**src/rtl/dco_pkg.sv**
```systemverilog
// dco_pkg: default DCO parameters and the increment saturation helper shared by the DCO files
package dco_pkg;
  localparam int ACC_W_DEF = 24;
  localparam int BASE_INC_DEF = 1 << 20;
  localparam int COARSE_GAIN_DEF = 1 << 16;
  localparam int FINE_GAIN_DEF = 1 << 8;
  function automatic logic [31:0] sat_inc(input logic [31:0] raw, input logic [31:0] lim);
    return raw > lim ? lim : raw;
  endfunction
endpackage

```
**src/rtl/dco_if.sv**
```systemverilog
// dco_if: tuning words and enable in from the loop filter, clk_dco/dco_tick out to the TDC and divider
interface dco_if;
  logic [7:0] CTW;
  logic [7:0] FTW;
  logic enable;
  logic clk_dco;
  logic dco_tick;
  modport master (output CTW, output FTW, output enable, input clk_dco, input dco_tick);
  modport slave (input CTW, input FTW, input enable, output clk_dco, output dco_tick);
endinterface

```
**src/rtl/dco_inc_calc.sv**
```systemverilog
// dco_inc_calc: combinational increment from ctw/ftw, saturated so both clk_dco phases last at least one clk (in: ctw, ftw; out: inc)
module dco_inc_calc
  import dco_pkg::*;
#(
  parameter int ACC_W = ACC_W_DEF,
  parameter int BASE_INC = BASE_INC_DEF,
  parameter int COARSE_GAIN = COARSE_GAIN_DEF,
  parameter int FINE_GAIN = FINE_GAIN_DEF
) (
  input  logic [7:0]       ctw,
  input  logic [7:0]       ftw,
  output logic [ACC_W-1:0] inc
);
  localparam int W = ACC_W + 2;
  localparam logic [31:0] LIM = 32'((64'(1) << (ACC_W - 1)) - 64'(1));
  logic [W-1:0] raw;
  always_comb begin
    raw = W'(BASE_INC) + W'(ctw) * W'(COARSE_GAIN) + W'(ftw) * W'(FINE_GAIN);
    inc = ACC_W'(sat_inc(32'(raw), LIM));
  end
endmodule

```
**src/rtl/dco.sv**
```systemverilog
// dco: phase-accumulator oscillator (in: clk, rst_n, bus.CTW/FTW/enable; out: bus.clk_dco = acc MSB, bus.dco_tick on its rise)
module dco
  import dco_pkg::*;
#(
  parameter int ACC_W = ACC_W_DEF,
  parameter int BASE_INC = BASE_INC_DEF,
  parameter int COARSE_GAIN = COARSE_GAIN_DEF,
  parameter int FINE_GAIN = FINE_GAIN_DEF
) (
  input logic  clk,
  input logic  rst_n,
  dco_if.slave bus
);
  logic [ACC_W-1:0] inc, inc_d, inc_q, acc_d, acc_q;
  logic [ACC_W:0] sum;
  logic tick_d, tick_q;
  dco_inc_calc #(
    .ACC_W(ACC_W), .BASE_INC(BASE_INC), .COARSE_GAIN(COARSE_GAIN), .FINE_GAIN(FINE_GAIN)
  ) u_inc_calc (
    .ctw(bus.CTW),
    .ftw(bus.FTW),
    .inc(inc)
  );
  // sum's carry marks a period boundary; retuning only there keeps periods free of runts
  always_comb begin
    sum = {1'b0, acc_q} + {1'b0, inc_q};
    inc_d = (!bus.enable || sum[ACC_W]) ? inc : inc_q;
    acc_d = bus.enable ? sum[ACC_W-1:0] : '0;
    tick_d = acc_d[ACC_W-1] & ~acc_q[ACC_W-1];
  end
  always_ff @(posedge clk) begin
    if (!rst_n) begin
      inc_q <= ACC_W'(BASE_INC);
      acc_q <= '0;
      tick_q <= 1'b0;
    end else begin
      inc_q <= inc_d;
      acc_q <= acc_d;
      tick_q <= tick_d;
    end
  end
  assign bus.clk_dco = acc_q[ACC_W-1];
  assign bus.dco_tick = tick_q;
endmodule

```
**src/flat_wrapper.sv**
```systemverilog
// flat-port wrapper written by rule: the top's interface ports become plain ports
module dco_flat import dco_pkg::*;
#(
  parameter int ACC_W = ACC_W_DEF,
  parameter int BASE_INC = BASE_INC_DEF,
  parameter int COARSE_GAIN = COARSE_GAIN_DEF,
  parameter int FINE_GAIN = FINE_GAIN_DEF
)
  (clk, rst_n, bus_CTW, bus_FTW, bus_enable, bus_clk_dco, bus_dco_tick);
  dco_if bus_i ();
  input logic clk;
  input logic rst_n;
  input wire logic [$bits(bus_i.CTW)-1:0] bus_CTW;
  input wire logic [$bits(bus_i.FTW)-1:0] bus_FTW;
  input wire logic [$bits(bus_i.enable)-1:0] bus_enable;
  output wire logic [$bits(bus_i.clk_dco)-1:0] bus_clk_dco;
  output wire logic [$bits(bus_i.dco_tick)-1:0] bus_dco_tick;
  assign bus_i.CTW = bus_CTW;
  assign bus_i.FTW = bus_FTW;
  assign bus_i.enable = bus_enable;
  assign bus_clk_dco = bus_i.clk_dco;
  assign bus_dco_tick = bus_i.dco_tick;
  dco #(.ACC_W(ACC_W), .BASE_INC(BASE_INC), .COARSE_GAIN(COARSE_GAIN), .FINE_GAIN(FINE_GAIN)) u_core (.clk(clk), .rst_n(rst_n), .bus(bus_i));
endmodule
```
**config.mk**
```make
export PLATFORM = sky130hd
export DESIGN_NAME = dco_flat
export DESIGN_NICKNAME = d
export VERILOG_FILES = /design/src/rtl/dco_pkg.sv /design/src/rtl/dco_if.sv /design/src/rtl/dco_inc_calc.sv /design/src/rtl/dco.sv /design/src/flat_wrapper.sv
export SDC_FILE = /design/constraint.sdc
export NUM_CORES = 1
export LEC_CHECK = 0
export CAP_MARGIN = 30
export CORE_MARGIN = 2
export CORE_UTILIZATION = 63
export DETAILED_ROUTE_END_ITERATION = 16
export GPL_TIMING_DRIVEN = 0
export PLACE_DENSITY = 0.85
export SYNTH_ARGS = -nofsm -noshare
export SYNTH_HDL_FRONTEND = slang
export SYNTH_SLANG_ARGS = --single-unit
```
**constraint.sdc**
```tcl
create_clock -name clk -period 7.35 [get_ports clk]
set_input_delay 1.47 -clock clk [delete_from_list [all_inputs] [get_ports clk]]
set_output_delay 1.47 -clock clk [all_outputs]
set_load 0.01 [all_outputs]
```
# Yosys cells after proc, flatten, opt, wreduce, memory -nomap -nowiden
# Cells that the tools add are included.
dict set report word_totals {
  out_inout_bits 2
  ff_bits 49
}
dict set report classes {
  addsub 3
  n_mux 2
  n_reduce_logical 3
  magnitude_cmp 1
  bitwise 2
}
# cell n
set op_table {}
lappend op_table {{$mux 24} 2}
lappend op_table {{$add 25x16->26} 1}
lappend op_table {{$gt 26x23->1 const B} 1}
lappend op_table {{$add 21x24->25 const A} 1}
lappend op_table {{$add 24x24->25} 1}
lappend op_table {{$reduce_and 2->1} 1}
lappend op_table {{$and 1x1->1} 1}
lappend op_table {{$logic_not 1->1} 1}
lappend op_table {{$logic_or 1x1->1} 1}
lappend op_table {{$not 1->1} 1}

# Longest topological paths before layout
# Gate-level depths: netlist of the first run.
dict set report depth {
  word_depth 4
  ltp_mapped 11
}

# Modules after synthesis
# A second synthesis of the first run with hierarchy kept.
dict set report unflattened {
  hier_cells 392
  area_unflattened_um2 3190.6
}
# mod n_inst cells_per_inst area_per_inst_um2
set by_module_without_submodules {}
lappend by_module_without_submodules {dco 1 359 2966.6}
lappend by_module_without_submodules {dco_inc_calc 1 33 224.0}

# Worst setup path after synthesis of the first run
# Ideal clock, no wire load.
dict set report synth_timing {
  path_kind {flip-flop to flip-flop}
  start {reg u_core.inc_q[7]}
  end {reg u_core.inc_q[22]}
  synth_period_minus_slack_ns 2.563
  setup_ns 0.124
  arrival_time_ns 2.439
  required_time_ns 7.226
  path_slack_ns 4.787
  path_stages_with_launch 11
  cell_sequence {dfxtp_1 -> ha_1 -> inv_1 -> fa_1 -> and2b_1 -> o31a_1 -> o211ai_2 -> o21ai_2 -> a21o_4 -> a31oi_4 -> o311a_2}
}
dict set report synth_between {
  elab_chain_cells 2
}
# element line
set synth_rtl {}
lappend synth_rtl {{start: declaration} dco.sv:14} ;# logic [ACC_W-1:0] inc, inc_d, inc_q, acc_d, acc_q;
lappend synth_rtl {{start signal: assignment} dco.sv:33} ;# inc_q <= ACC_W'(BASE_INC);
lappend synth_rtl {{start signal: assignment} dco.sv:37} ;# inc_q <= inc_d;
lappend synth_rtl {{$add 24x24->25} dco.sv:26} ;# sum = {1'b0, acc_q} + {1'b0, inc_q};
lappend synth_rtl {{$logic_or 1x1->1} dco.sv:27} ;# inc_d = (!bus.enable || sum[ACC_W]) ? inc : inc_q;
# No other way between the ends.
# A chain may end at the register's enable or synchronous reset.

# Worst setup path after layout of the first run
dict set report layout_timing {
  start {in bus_CTW[4]}
  end {reg u_core.inc_q[17]}
}
dict set report layout_between {
  elab_chain_cells 4
}
# element line
set layout_rtl {}
lappend layout_rtl {{start: declaration} flat_wrapper.sv:13} ;# input wire logic [$bits(bus_i.CTW)-1:0] bus_CTW;
lappend layout_rtl {{$add 21x24->25} dco_inc_calc.sv:18} ;# raw = W'(BASE_INC) + W'(ctw) * W'(COARSE_GAIN) + W'(ftw) * W'(FINE_GAIN);
lappend layout_rtl {{$add 25x16->26} dco_inc_calc.sv:18}
lappend layout_rtl {{$gt 26x23->1} dco_pkg.sv:8} ;# return raw > lim ? lim : raw;
lappend layout_rtl {{$mux 24} dco_pkg.sv:8}
# No other way between the ends.

==> results by group, run 1 <==
STA
  – Final Hold Viols: 0
  – Slew Viols, Final: 0
  – RSZ-0062 raised after global routing: no
  – Max-slew headroom: 58.4%
  – Final setup fails: 0
  – Least-Margin Pin Slew: 0.624 ns
  – F_max: 326 MHz
  – Tmin final: 3.06 ns
  – Setup WS post-layout: between 4 and 5 ns
  – Setup Skew: 0.00307 ns
  – Final worst-path cycle share: 41.7%
  – Setup Total Neg Slack: 0 ns

Detailed routing
  – Met1 Wirelength: between 2000 and 3000 um
  – Remaining antenna violation count: 0
  – Max Used Layer: met4
  – Final WL: 5640 um
  – DRC: 0
  – First drt pass iteration count: 4
  – WL met2: 2660 um
  – WL per Instance: 14.8 um
  – Vias post-DR: 2240
  – Vias per std cell: 5.86
  – Met3 Wirelength: 257 um
  – Iteration-0 DRC Markers: 190

Yosys
  – Seq/Total Area, Yosys: 31.7%
  – Top-area cell type share of the netlist area: 31.7%
  – Async S/R FF share, synth: 0%
  – Synthesis-stage register bit count: 42
  – Top-count cell post-synth: dfxtp_1
  – Syn avg cell area: slightly below 9 um^2
  – Mapped Area: 2650 um^2
  – Main synth FF type: dfxtp_1
  – Synth Net Count: 350
  – Ys Warns: 0
  – Top post-synthesis cells by area: dfxtp_1 32%, ha_1 12%, mux2i_1 6.4%
  – Mapped Cells: between 300 and 400
  – Yosys cell types: 51
  – Area leader, netlist: dfxtp_1
  – Synth top cells by count: 42 x dfxtp_1, 34 x nand2_1, 25 x ha_1, 25 x o21ai_0
  – Number of synthesized flops with an enable pin: 0

Flow run
  – Max Cap Viol: 0

Finish
  – P&R area growth vs syn: 12.8%
  – Final Non-Filler Cells: 382
  – Layout cells sized above 1: about 6.3%
  – Nets: 376
  – ANT cells: 0
  – Fillers: 328

Clock tree
  – Total CTS buffers: 5
  – Clock Sinks: 42
  – Max clock buf depth: 2
  – Resize count post-CTS: 0
  – Hold buffer count at cts: 0
  – Postcts setup bufs: 0
  – CTS tree: done
  – CTS Root Cell: clkbuf_8
  – Worst skew pair latency: around 0.3 ns
  – Clock transition at path regs: approximately 0.090 ns
  – H-tree Lvls: 2

Placed design
  – Gpl congestion: 0.930
  – Placed insts: between 300 and 400
  – DPL Wire Length: ~4300 um
  – Port Buffers: 19
  – Pre-CTS WS: 3.97 ns

Power and ir drop
  – Leakage: approximately 1.3 nW
  – PD cells: 174 nW/um^2
  – Peak supply drop: roughly 0.15 mV

Critical path
  – Crit path kind: primary input to register
  – Worst setup SP type: primary input
  – Critical Path Source: bus_CTW[4]
  – Setup crit end kind: register
  – Worst Path Arrival: 3.30 ns
  – Crit-path max FO: 10
  – R2R Path Start: u_core.inc_q[7]$_SDFFE_PN0P_
  – Worst EP required: 7.59 ns

Global route
  – Wire length of the first global-routing pass: 9410 um
  – Vias in the first global route: around 2100
  – GRT Total Usage: between 20% and 30%
  – Largest net degree at the start of global routing: 14
  – Grt total ovfl: 0
  – Initial antenna violation count: 0

Outcome
  – Status: complete, no violations

Floorplan
  – Rows: 23
  – Die ar.: 4750 um^2
  – Core Box Area: 4030 um^2
  – Initial core utilization: 65.8%
  – Die W: 68.9 um
  – Num ports: 21
  – Die Y: 68.9 um

Min path
  – Worst Hold Launch: u_core.acc_q[23]$_SDFF_PN0_
  – Hold Path Class: register to register
[layout make-up]
cell class | count | area [um^2] | share of cell area [%]
multi-input cells | 240 | 1710 | 57.1
plain buffers | 14 | 70.1 | 2.34
clock buffers | 6 | 72.6 | 2.43
inverters | 9 | 33.8 | 1.13
flip-flops and latches | 42 | 841 | 28.1
repair buffers | 19 | 190 | 6.36
clock inverters | 2 | 13.8 | 0.460
well taps | 50 | 62.6 | 2.09
[cell usage in the layout (no fill, tap or decap), types with 2 or more instances in the layout]
cell	netlist	layout
nand4_1	7	7
o211ai_2	2	2
nor2_1	22	22
o31ai_1	2	2
a211oi_1	2	2
mux2i_1	17	17
nor2b_1	3	3
nand2_1	34	34
clkbuf_8	0	5
clkdlybuf4s50_1	0	19
xnor2_1	9	9
o31a_1	2	2
xor2_1	9	9
ha_1	25	25
clkbuf_1	12	13
a21oi_1	22	22
and2_1	6	6
nand2b_1	4	4
o211ai_1	3	3
o21ai_0	25	25
o221a_2	2	2
nand3_1	4	4
inv_1	8	8
a21o_1	8	8
o21a_1	3	3
dfxtp_1	42	42
nor3_1	6	6
[critical path, cell delays in order]
cell	delay, ns
clkdlybuf4s50_1	0.51
ha_1	0.19
nor2_1	0.05
mux2i_1	0.45
clkbuf_1	0.34
o21ai_0	0.15
mux2i_1	0.14
[stage by stage]
step | total power (W) | util, % | cell area, um^2 | hold slack, ns
after floorplan | 0.000339 | - | 2650 | 0.442
after global placement | 0.000366 | 72.1 | 2910 | 0.448
after detailed placement | 0.000371 | 72.1 | 2910 | 0.461
after CTS | 0.000519 | 74.3 | 2990 | 0.469
after global routing | 0.000546 | 74.3 | 2990 | 0.492
final | 0.000520 | 74.3 | 2990 | 0.471
[layer usage]
layer  vias to the layer above  GRT usage, %
li1                       1150             -
met1                      1039          34.9
met2                        45          45.0
met3                         6          4.87
met4                         0          7.35
met5                         -             0
[path summary, 6_finish.rpt]
kind                                         end  slack [ns]  cells past startpoint
setup / recovery   u_core.inc_q[17]$_SDFFE_PN0P_        4.29                      7
hold / removal    u_core.bus.dco_tick$_SDFF_PN0_        0.47                      1
setup reg to reg   u_core.inc_q[22]$_SDFFE_PN0P_        4.34                     10
hold reg to reg   u_core.bus.dco_tick$_SDFF_PN0_        0.47                      1
[state kept, by name, indices dropped and copies added, names as in the netlist]
signal / flops
u_core.acc_q: 24
u_core.inc_q: 17
u_core.bus.dco_tick: 1
[cells by family after synthesis]
family / after synthesis / synth area share [%]
DFF: 42 / 31.7
and+or+nand+nor: 93 / 16.5
muxes: 17 / 6.41
AOI/OAI and AO/OA: 86 / 23.0
buffers and inverters: 23 / 3.91
adders and majority gates: 26 / 12.5
xor gates and xnor gates: 18 / 5.94
[power by group]
group	internal [W]	switching, W
combinational	0.0000503	0.0000651
sequential	0.000242	0.00000944
clock	0.0000672	0.0000858
total	0.000360	0.000160
(Power assumes the default switching activity.)
==> run 2: changes to the inputs <==
CORE_UTILIZATION = 58   (was 63)
PLACE_DENSITY = 0.79   (was 0.85)
clock period = 2.85 ns   (was 7.35 ns; I/O delays follow)
==> run 2 against run 1 <==
Total power grew to 2.7 times the previous value. Count of clock-buffer cells in the layout is the same. Non-clock buffer count increased by 6. Flip-flop and latch count unchanged. Routed wire length up 6.8%. Worst setup slack got worse by 4.2 ns. Sequential power increased to 2.6 times the previous value. Cell area grew 4.6%.
==> results by group, run 2 (synthesis gave the netlist of run 1 again) <==
Finish
  – Final Non-Filler Cells: 390
  – P&R area growth vs syn: 18.0%
  – Most frequent cells in the layout: 41 x dfxtp_1, 34 x nand2_1, 25 x o21ai_0
  – Most flops, register: u_core.acc_q
  – Layout cells sized above 1: about a tenth
  – Fin area: 3130 um^2
  – Nets: 382
  – Fillers: about 320
  – ANT cells: 0
  – Max reg flops: 24
  – Most common cell after layout, fill and taps aside: dfxtp_1

Clock tree
  – H-tree Lvls: 2
  – CTS tree: done
  – Hold buffer count at cts: 0
  – Total CTS buffers: 5
  – Clock Sinks: 42
  – Max clock buf depth: 2
  – CTS Root Cell: clkbuf_8
  – Clock transition at path regs: 0.09 ns
  – Worst skew pair latency: 0.31 ns

STA
  – Final setup fails: 0
  – Final worst-path cycle share: 97.5%
  – Tmin final: 2.78 ns
  – Setup Total Neg Slack: 0 ns
  – Setup Skew: approximately 0.010 ns
  – F_max: roughly 360 MHz
  – Least-Margin Pin Slew: 0.602 ns
  – Final Hold Viols: 0
  – Max-slew headroom: 59.9%
  – Slew Viols, Final: 0

Power and ir drop
  – Reg power frac: approximately 46%
  – PD cells: 447 nW/um^2
  – Combinational power share: 22.8%
  – Overall power: 0.00140 W
  – Sw frac: a little over 30%
  – Clk pwr share: 30.9%
  – P_sw: around 0.00043 W
  – Leakage: 1.38 nW
  – Peak supply drop: slightly below 0.4 mV
  – Int Power: just under 0.001 W

Critical path
  – Worst Path Arrival: about 3.0 ns
  – Worst EP required: 3.08 ns
  – R2R Path Start: u_core.inc_q[7]$_SDFFE_PN0P_
  – Critical Path Source: u_core.inc_q[7]$_SDFFE_PN0P_
  – Crit path kind: register to register
  – Worst setup SP type: register
  – Crit-path max FO: 6
  – Setup crit end kind: register

Detailed routing
  – First drt pass iteration count: 4
  – Remaining antenna violation count: 0
  – Vias per std cell: 5.88
  – WL per Instance: 15.5 um
  – Iteration-0 DRC Markers: 153
  – Final WL: ~6000 um
  – Vias post-DR: about 2300
  – DRC: 0

Floorplan
  – Die W: 71.6 um
  – Core Box Area: 4380 um^2
  – Initial core utilization: 60.5%
  – Die Y: ~72 um
  – Rows: 24
  – Die ar.: approximately 5100 um^2
  – Num ports: 21

Global route
  – Largest net degree at the start of global routing: 15
  – Wire length of the first global-routing pass: 9490 um
  – Initial antenna violation count: 0
  – Grt total ovfl: 0
  – GRT Total Usage: 23.4%
  – Vias in the first global route: 2115

Placed design
  – DPL Wire Length: 4280 um
  – Area after DPL: 2910 um^2
  – Placed insts: 376
  – Port Buffers: 19
  – Gpl congestion: 0.896

Min path
  – Hold Path Class: register to register
  – Worst Hold Launch: u_core.acc_q[23]$_SDFF_PN0_

Flow run
  – Max Cap Viol: 0

Outcome
  – Status: complete, no violations
## run 2: worst paths after layout
kind	to	slack (ns)	cells after the start
max	u_core.inc_q[15]$_SDFFE_PN0P_	0.07	11
max reg2reg	u_core.inc_q[15]$_SDFFE_PN0P_	0.07	11
min reg2reg	u_core.bus.dco_tick$_SDFF_PN0_	0.46	1
min	u_core.bus.dco_tick$_SDFF_PN0_	0.46	1
## run 2: power groups by stage
| stage | Sequential [W] | Clock (W) | Combinational, W |
|---|---|---|---|
| after floorplan | 0.000652 | 0 | 0.000222 |
| after global routing | 0.000651 | 0.000453 | 0.000355 |
| after global placement | 0.000661 | 0 | 0.000286 |
| after CTS | 0.000648 | 0.000435 | 0.000296 |
| after detailed placement | 0.000661 | 0 | 0.000294 |
| final | 0.000647 | 0.000433 | 0.000319 |
## run 2: critical path: stages (launching register included)
cell and delay, ns:
dfxtp_4 0.38, ha_4 0.17, inv_2 0.06, fa_2 0.19
and2b_1 0.21, o31a_1 0.38, o211ai_2 0.24, o21ai_2 0.11
a21o_4 0.23, a31oi_4 0.33, clkbuf_16 0.22, mux2i_1 0.19
## run 2: layout make-up
cell class                      instances  area, um^2  share of cell area, %
Sequential cell                        42         845                   27.0
Multi-Input combinational cell        240        1750                   55.9
Clock inverter                          2        16.3                  0.520
Inverter                                9        33.8                   1.08
Buffer                                 14        70.1                   2.24
Clock buffer                            6        82.6                   2.64
Tap cell                               52        65.1                   2.08
Timing Repair Buffer                   25         269                   8.59
## run 2: layer usage
metal	GRT usage, %	vias to the layer above	share of wire, %
met5	0	-	0
met1	31.5	1072	45
met3	4.22	10	4.3
met2	37.9	52	48
met4	8.39	0	2.3
li1	-	1158	-
## run 2: through the flow
| step | setup slack (ns) | hold slack (ns) | utilization, % |
|---|---|---|---|
| after floorplan | 0.287 | 0.442 | - |
| after global placement | -0.102 | 0.448 | 66.3 |
| after detailed placement | -0.160 | 0.464 | 66.3 |
| after CTS | 0.00992 | 0.461 | 68.7 |
| after global routing | -0.0226 | 0.494 | 71.4 |
| final | 0.0702 | 0.461 | 71.4 |
## run 2: timing repair
item,4_1_cts,5_1_grt
pin swaps,1,6
buffers inserted,0,5
endpoints found under the setup margin,13,14
resized for setup,2,9
cloned,0,1
==> run 3: changes to the inputs <==
CTS_CLUSTER_SIZE = 24   (was default)
==> results of run 3 <==
The final DEF is identical to that of run 2; final timing and power are the same.
